<file path="config.mk">
export PLATFORM = sky130hd
export DESIGN_NAME = riot_port_bank
export DESIGN_NICKNAME = d
export VERILOG_FILES = /design/src/rtl/riot_pkg.sv /design/src/rtl/riot_edge_detect.sv /design/src/rtl/riot_port_bank.sv
export SDC_FILE = /design/constraint.sdc
export NUM_CORES = 1
export LEC_CHECK = 0
export ABC_AREA = 1
export CORE_ASPECT_RATIO = 1.75
export CORE_MARGIN = 2
export CORE_UTILIZATION = 41
export CTS_CLUSTER_DIAMETER = 80
export DETAILED_ROUTE_END_ITERATION = 6
export GPL_TIMING_DRIVEN = 0
export PLACE_DENSITY_LB_ADDON = 0.1
export SLEW_MARGIN = 20
export SYNTH_ARGS = -nofsm -noshare
export SYNTH_HDL_FRONTEND = slang
export SYNTH_HIERARCHICAL = 1
export SYNTH_SLANG_ARGS = --single-unit
</file>
<file path="constraint.sdc">
create_clock -name phi2 -period 1.25 [get_ports phi2]
set_input_delay 0.1875 -clock phi2 [delete_from_list [all_inputs] [get_ports phi2]]
set_output_delay 0.1875 -clock phi2 [all_outputs]
set_load 0.05 [all_outputs]
</file>
<file path="src/rtl/riot_pkg.sv">
// riot_pkg: register offsets and ECR field positions for riot_port_bank
package riot_pkg;
  localparam int ECR_EN_LSB = 0;
  localparam int ECR_POL_LSB = 4;
  function automatic int or_addr(int p);
    return 2 * p;
  endfunction
  function automatic int ddr_addr(int p);
    return 2 * p + 1;
  endfunction
  function automatic int ecr_addr(int n);
    return 2 * n;
  endfunction
  function automatic int ifr_addr(int n);
    return 2 * n + 1;
  endfunction
endpackage

</file>
<file path="src/rtl/riot_edge_detect.sv">
// riot_edge_detect: MSB edge history flop and sticky flag where set wins over clear
module riot_edge_detect (
  input  logic clk,
  input  logic rst,
  input  logic msb,
  input  logic pol,
  input  logic clr,
  output logic flag
);
  logic hist;
  always_ff @(posedge clk) begin
    if (rst) begin
      hist <= 1'b0;
      flag <= 1'b0;
    end else begin
      hist <= msb;
      flag <= ((msb != hist) && (msb == pol)) || (flag && !clr);
    end
  end
endmodule

</file>
<file path="src/rtl/riot_port_bank.sv">
// riot_port_bank: NUM_PORTS OR/DDR pad ports with synchronisers; edge IRQs when RIOT_EDGE_IRQ_EN is defined
module riot_port_bank
  import riot_pkg::*;
#(
  parameter int NUM_PORTS = 2,
  parameter int PORT_W = 8,
  localparam int ADDR_W = $clog2(2 * NUM_PORTS + 2)
) (
  input  logic                        phi2,
  input  logic                        rst,
  input  logic                        cs,
  input  logic                        we_n,
  input  logic [ADDR_W-1:0]           addr,
  input  logic [PORT_W-1:0]           di,
  output logic [PORT_W-1:0]           rdata,
  output logic                        oe,
  input  logic [NUM_PORTS*PORT_W-1:0] pin_i,
  output logic [NUM_PORTS*PORT_W-1:0] pin_o,
  output logic [NUM_PORTS*PORT_W-1:0] pin_oe,
  output logic                        irq_n
);
  logic [NUM_PORTS-1:0][PORT_W-1:0] or_q, ddr_q, s1, s2;
  logic [PORT_W-1:0] rd_val;
  logic wr, rd;
  assign wr = cs && !we_n;
  assign rd = cs && we_n;
  assign pin_o = or_q;
  assign pin_oe = ddr_q;
`ifdef RIOT_EDGE_IRQ_EN
  localparam logic [PORT_W-1:0] ECR_MASK =
    PORT_W'(((1 << NUM_PORTS) - 1) << ECR_POL_LSB | ((1 << NUM_PORTS) - 1) << ECR_EN_LSB);
  logic [PORT_W-1:0] ecr;
  logic [NUM_PORTS-1:0] flags;
  logic clr;
  assign clr = rd && (addr == ADDR_W'(ifr_addr(NUM_PORTS)));
  assign irq_n = ~|(flags & ecr[ECR_EN_LSB +: NUM_PORTS]);
  always_ff @(posedge phi2) begin
    if (rst) ecr <= '0;
    else if (wr && addr == ADDR_W'(ecr_addr(NUM_PORTS))) ecr <= di & ECR_MASK;
  end
  for (genvar g = 0; g < NUM_PORTS; g++) begin : g_edge
    riot_edge_detect u_edge (
      .clk (phi2),
      .rst (rst),
      .msb (s2[g][PORT_W-1]),
      .pol (ecr[ECR_POL_LSB+g]),
      .clr (clr),
      .flag(flags[g])
    );
  end
`else
  assign irq_n = 1'b1;
`endif
  always_comb begin
    rd_val = '0;
    for (int p = 0; p < NUM_PORTS; p++) begin
      if (addr == ADDR_W'(or_addr(p))) rd_val = (or_q[p] & ddr_q[p]) | (s2[p] & ~ddr_q[p]);
      if (addr == ADDR_W'(ddr_addr(p))) rd_val = ddr_q[p];
    end
`ifdef RIOT_EDGE_IRQ_EN
    if (addr == ADDR_W'(ecr_addr(NUM_PORTS))) rd_val = ecr;
    if (addr == ADDR_W'(ifr_addr(NUM_PORTS))) rd_val = PORT_W'(flags);
`endif
  end
  always_ff @(posedge phi2) begin
    if (rst) begin
      or_q <= '0;
      ddr_q <= '0;
      s1 <= '0;
      s2 <= '0;
      rdata <= '0;
      oe <= 1'b0;
    end else begin
      s1 <= pin_i;
      s2 <= s1;
      oe <= rd;
      if (rd) rdata <= rd_val;
      for (int p = 0; p < NUM_PORTS; p++) begin
        if (wr && addr == ADDR_W'(or_addr(p))) or_q[p] <= di;
        if (wr && addr == ADDR_W'(ddr_addr(p))) ddr_q[p] <= di;
      end
    end
  end
endmodule

</file>
==> flow_summary.yaml, run 1 <==
grt:
  grt_max_degree: 12
  grt_usage_pct: 22.4
  grt_first_pass_wirelength_um: 12200
  grt-ovfl-total: 0
  antenna_found_initial: 0
  first_global_vias: 2504
finish:
  area_growth_pct: 41.1
  final_cells: 580
  diodes: 0
  layout-drive-gt1-share_pct: 19.8
  final_nets: 522
floorplanning:
  die_area_um2: 7610
  rows: 40
  start_util_pct: 41.9
  die_h_um: 114
  io_pins: 73
  coreArea_um2: 6760
  die_x_um: 66.8
yosys:
  yosys.area.top_type: "dfxtp_1"
  synth_edf_count: 0
  synth.avg_cell_area_um2: 7.25
  ys_warn_count: 6
  seq_area_frac_synth_pct: 51.7
  synth_top_area_share_pct: 51.7
  synthArstFlopShare_pct: 0
  synth_ff_type: "dfxtp_1"
  ys_ff_latch: 73
  synth_nets: 421
  synth.cell_area_um2: 2830
  yosysMostFrequentCell: "nor2_1"
  synth_area_leaders: "dfxtp_1 (52%), nor2_1 (15%), o21ai_0 (9.9%)"
  syn_inst: 390
  ys_types: 18
  ys_top_cells_by_count: "nor2_1 (113), dfxtp_1 (73), o21ai_0 (56)"
power:
  pwr-share-clk_pct: 45.9
  combPwrFrac_pct: 10.8
  power_switching_mw: 1.32
  ir_drop_v: 0.000875
  swShare_pct: 23.4
  power_leakage_nw: 1.89
  power_per_cell_area_nw_per_um2: 1420
  p_seq_share_pct: 43.3
  p_int_mw: 4.35
sta:
  min_period_ps: 1220
  clock.fmax_mhz: 819
  finalClockSkew_ps: 2.31
  final-setup-viol-count: 0
  drv_slew: 0
  hold_violations: 0
  finalCritPeriodShare_pct: 97.6
  timing.final.ws_setup_ps: 29.6
place:
  place_hpwl_um: 5660
  post-place-ws_ps: -696
  portBuffers: 70
  dp_cells: 544
  place_congestion: 0.827
detailed_routing:
  first_pass_iters: 6
  drtAntennaViolNets: 0
  vias: 2742
  wl_per_cell_um: 13.6
  wirelength_um: 7900
  viasPerCell: 4.73
  drt_first_iter_violations: 139
  drc: 0
clocking:
  cts-root-buf: "clkbuf_16"
  cts_buffer_depth: 2
  clk_pin_slew_worst_paths_ps: 50
  cts_tree: "done"
  cts_htree_levels: 3
  cts_hold_buffers: 0
  clk_latency_ps: 330
  cts.sinks: 73
  numCtsBuffers: 9
worst_setup_path:
  worstSetupPathType: "reg2out"
  crit_start: "rdata[3]"
  arrival_ps: 1030
  end_kind: "primary output"
  start_kind: "register"
  crit_family: "buffers and inverters"
  cp_cell_sequence: "clkdlybuf4s15_2"
  crit_path_top_delay_cell: "clkdlybuf4s15_2"
  cp_num_buf_inv: 1
  crit_required_ps: 1060
  r2r-start: "pin_oe[2]"
  path_max_fanout: 2
  cpPeakStageDelay_ps: 370
hold_path:
  hold_class: "in2reg"
  worstHoldStart: "rst"
flow_run:
  max_cap_violations: 0
run_status:
  status: "complete, no violations"
## cells by family after synthesis
group / count (synthesis) / share of synthesized area [%]
DFF: 73 / 51.7
AOI/OAI and AO/OA: 56 / 9.91
other: 1 / 0.133
and+or+nand+nor: 189 / 28.4
buffers and inverters: 71 / 9.95
## per-stage QoR
step           cell area [µm²]  power, mW  util [%]  setup TNS [ps]  hold slack, ps
6_report                  3990       5.67      59.1               0             150
2_1_floorplan             2830       2.84         -               0             294
3_3_place_gp              3630       3.09      53.8          -22020             389
5_1_grt                   3990       5.89      59.1           -36.4             161
3_5_place_dp              3630       3.10      53.8          -22940             396
4_1_cts                   3890       5.71      57.5               0             140
## layout make-up
| type | count | area, µm² |
|---|---|---|
| clock inverters | 2 | 35.0 |
| plain buffers | 12 | 67.6 |
| clock buffers | 14 | 274 |
| flip-flops and latches | 73 | 1460 |
| fillers | 693 | 2760 |
| multi-input cells | 247 | 1110 |
| well taps | 84 | 105 |
| repair buffers | 89 | 716 |
| inverters | 59 | 228 |
## cell usage in the layout (no fill, tap or decap), types with 5 or more instances in the layout
cell type	count
dfxtp_1	73
nand3_1	9
clkdlybuf4s50_1	24
nand2_1	49
clkbuf_16	9
nor2_4	5
clkdlybuf4s15_2	8
clkbuf_1	10
nand4_1	8
inv_2	6
buf_2	28
inv_1	50
nor2_1	113
buf_4	19
o21ai_0	55
## what timing repair did
action	in CTS	in global routing
resized for setup	200	11
setup endpoints to repair	81	36
pin swaps	4	7
buffers inserted	8	11
gates cloned	1	0
## worst paths after layout
path                    to  depth (start not counted)  slack, ps
setup / recovery  rdata[3]                          1         30
hold / removal      s2[15]                          2        150
setup reg to reg  rdata[2]                          5        170
hold reg to reg      s2[4]                          2        400
## sequential cells by signal, indices dropped and copies added, names as in the netlist
signal  cells
pin_o      16
s2         16
rdata       8
pin_oe     16
s1         16
oe          1
## metal layers
layer  routed length (µm)  track usage [%]
met2                 4150             37.9
met4                  364             14.6
met3                  388             5.72
met5                    0                0
met1                 2990             23.8
## power by group through the flow
stage	Sequential [mW]	Combinational, mW	Clock, mW
finish	2.46	0.611	2.60
global route	2.46	0.659	2.77
detailed placement	2.51	0.591	0
global placement	2.50	0.586	0
CTS	2.46	0.591	2.66
floorplan	2.63	0.206	0
Note: power is estimated with default switching activity, not from simulation.
==> run 2, diff against run 1 <==
- CTS_CLUSTER_SIZE: unset -> 40
- PLACE_DENSITY: unset -> 0.69
- PLACE_DENSITY_LB_ADDON: 0.1 -> unset
==> flow_summary.yaml, run 2 (synthesis gave the netlist of run 1 again) <==
run_status:
  status: "complete, no violations"
finish:
  diodes: 0
  final_nets: 516
  area_growth_pct: 37.6
  final_common_cell: "nor2_1"
  most-common-layout-cells: "nor2_1 (113), dfxtp_1 (73), o21ai_0 (56)"
  layout-drive-gt1-share_pct: 18.8
sta:
  min_period_ps: 1230
  fin_setup_tns_ps: 0
  finalClockSkew_ps: 6.77
  worst_pin_slew_ps: 591
  drv_slew: 0
  hold_violations: 0
  finalCritPeriodShare_pct: 98.2
  rsz0062_at_grt: "no"
  relSlewSlack_pct: 60.6
  clock.fmax_mhz: 815
  final-setup-viol-count: 0
grt:
  grt_max_degree: 12
  grt_usage_pct: 21.7
  antenna_found_initial: 0
  grt-ovfl-total: 0
  grt_first_pass_wirelength_um: 12000
  first_global_vias: 2611
clocking:
  cts_buffer_depth: 2
  cts-root-buf: "clkbuf_16"
  cts.sinks: 73
  clk_pin_slew_worst_paths_ps: 50
  cts_tree: "done"
  cts_htree_levels: 3
  numCtsBuffers: 9
  clk_latency_ps: 340
detailed_routing:
  viasPerCell: 4.83
  vias: 2772
  drtAntennaViolNets: 0
  wirelength_um: 7800
  drc: 0
  drt_first_iter_violations: 185
  first_pass_iters: 5
  wl_per_cell_um: 13.6
power:
  combPwrFrac_pct: 10.7
  power_leakage_nw: 1.86
  power_switching_mw: 1.34
  power_per_cell_area_nw_per_um2: 1420
  power.total_mw: 5.52
  pwr-share-clk_pct: 44.7
  swShare_pct: 24.2
  p_int_mw: 4.18
  ir_drop_v: 0.000778
  p_seq_share_pct: 44.6
worst_setup_path:
  worstSetupPathType: "reg2out"
  r2r_end: "rdata[5]"
  path_max_fanout: 5
  cpPeakStageDelay_ps: 410
  worstRegToRegCells: 5
  ff2ff_setup_slack_ps: 250
  crit_family: "flip-flops"
  r2r-start: "pin_oe[5]"
  cp_num_buf_inv: 1
  crit_required_ps: 1060
  crit_path_top_delay_cell: "dfxtp_1"
  end_kind: "primary output"
  start_kind: "register"
  cp_cell_sequence: "buf_2"
  arrival_ps: 1040
floorplanning:
  die_area_um2: 7610
  rows: 40
  die_x_um: 66.8
  start_util_pct: 41.9
  io_pins: 73
  die_h_um: 114
  coreArea_um2: 6760
hold_path:
  worstHoldStart: "rst"
  min_to: "s2[15]"
  hold_class: "in2reg"
  min_path_cells: 2
place:
  place_hpwl_um: 5560
  portBuffers: 70
  place_congestion: 0.879
flow_run:
  max_cap_violations: 0
run 2: cell types whose count changed in the layout (fill, tap and decap cells not counted), moves of 2 or more:
| cell | delta |
|---|---|
| clkinv_2 | +2 |
| buf_4 | -6 |
| buf_2 | +6 |
| clkdlybuf4s15_2 | -4 |
run 2: cell type report:
cell class,count,area (µm²)
Buffer,12,67.6
Clock buffer,14,284
Clock inverter,2,10.0
Fill cell,654,2860
Inverter,59,229
Multi-Input combinational cell,246,1090
Sequential cell,73,1460
Tap cell,84,105
Timing Repair Buffer,84,643
run 2: routing by layer:
layer  vias to the layer above  GRT usage (%)  share of wire, %
li1                       1382              -                 -
met3                        24           4.64               6.2
met1                      1256           22.6                37
met5                         -              0                 0
met2                       110           38.2                52
met4                         0           13.9               4.9
run 2: power by group through the flow:
| stage | Clock [mW] | Combinational, mW | Sequential, mW |
|---|---|---|---|
| 2_1_floorplan | 0 | 0.206 | 2.63 |
| 3_3_place_gp | 0 | 0.579 | 2.51 |
| 3_5_place_dp | 0 | 0.588 | 2.51 |
| 4_1_cts | 2.49 | 0.569 | 2.46 |
| 5_1_grt | 2.57 | 0.640 | 2.47 |
| 6_report | 2.47 | 0.590 | 2.46 |
run 2: how the worst max path moves through the flow:
| stage | start | to | depth (start not counted) |
|---|---|---|---|
| 3_3_place_gp | we_n | rdata[5] | 7 |
| 5_1_grt | we_n | rdata[5] | 7 |
| 6_report | pin_oe[4] | pin_oe[4] | 1 |
| 3_5_place_dp | addr[0] | pin_oe[9] | 7 |
| 2_1_floorplan | pin_oe[13] | rdata[5] | 7 |
| 4_1_cts | rdata[2] | rdata[2] | 1 |
run 2: through the flow:
| stage | instance area, µm² | worst slack (ps) | utilization [%] | cells | hold slack (ps) |
|---|---|---|---|---|---|
| finish | 3890 | 22.5 | 57.6 | 574 | 154 |
| global route | 3890 | 1.20 | 57.6 | 574 | 180 |
| CTS | 3810 | 3.45 | 56.4 | 564 | 154 |
| detailed placement | 3630 | -562 | 53.8 | 544 | 392 |
| global placement | 3630 | -541 | 53.8 | 544 | 389 |
| floorplan | 2830 | 57.9 | - | 390 | 294 |
run 2: repair_timing:
action                     CTS  global route
hold buffers                 0             0
pin swaps                    2             6
setup buffers                4            10
setup endpoints to repair   81            36
gates resized for setup    199            17
cloned                       0             0
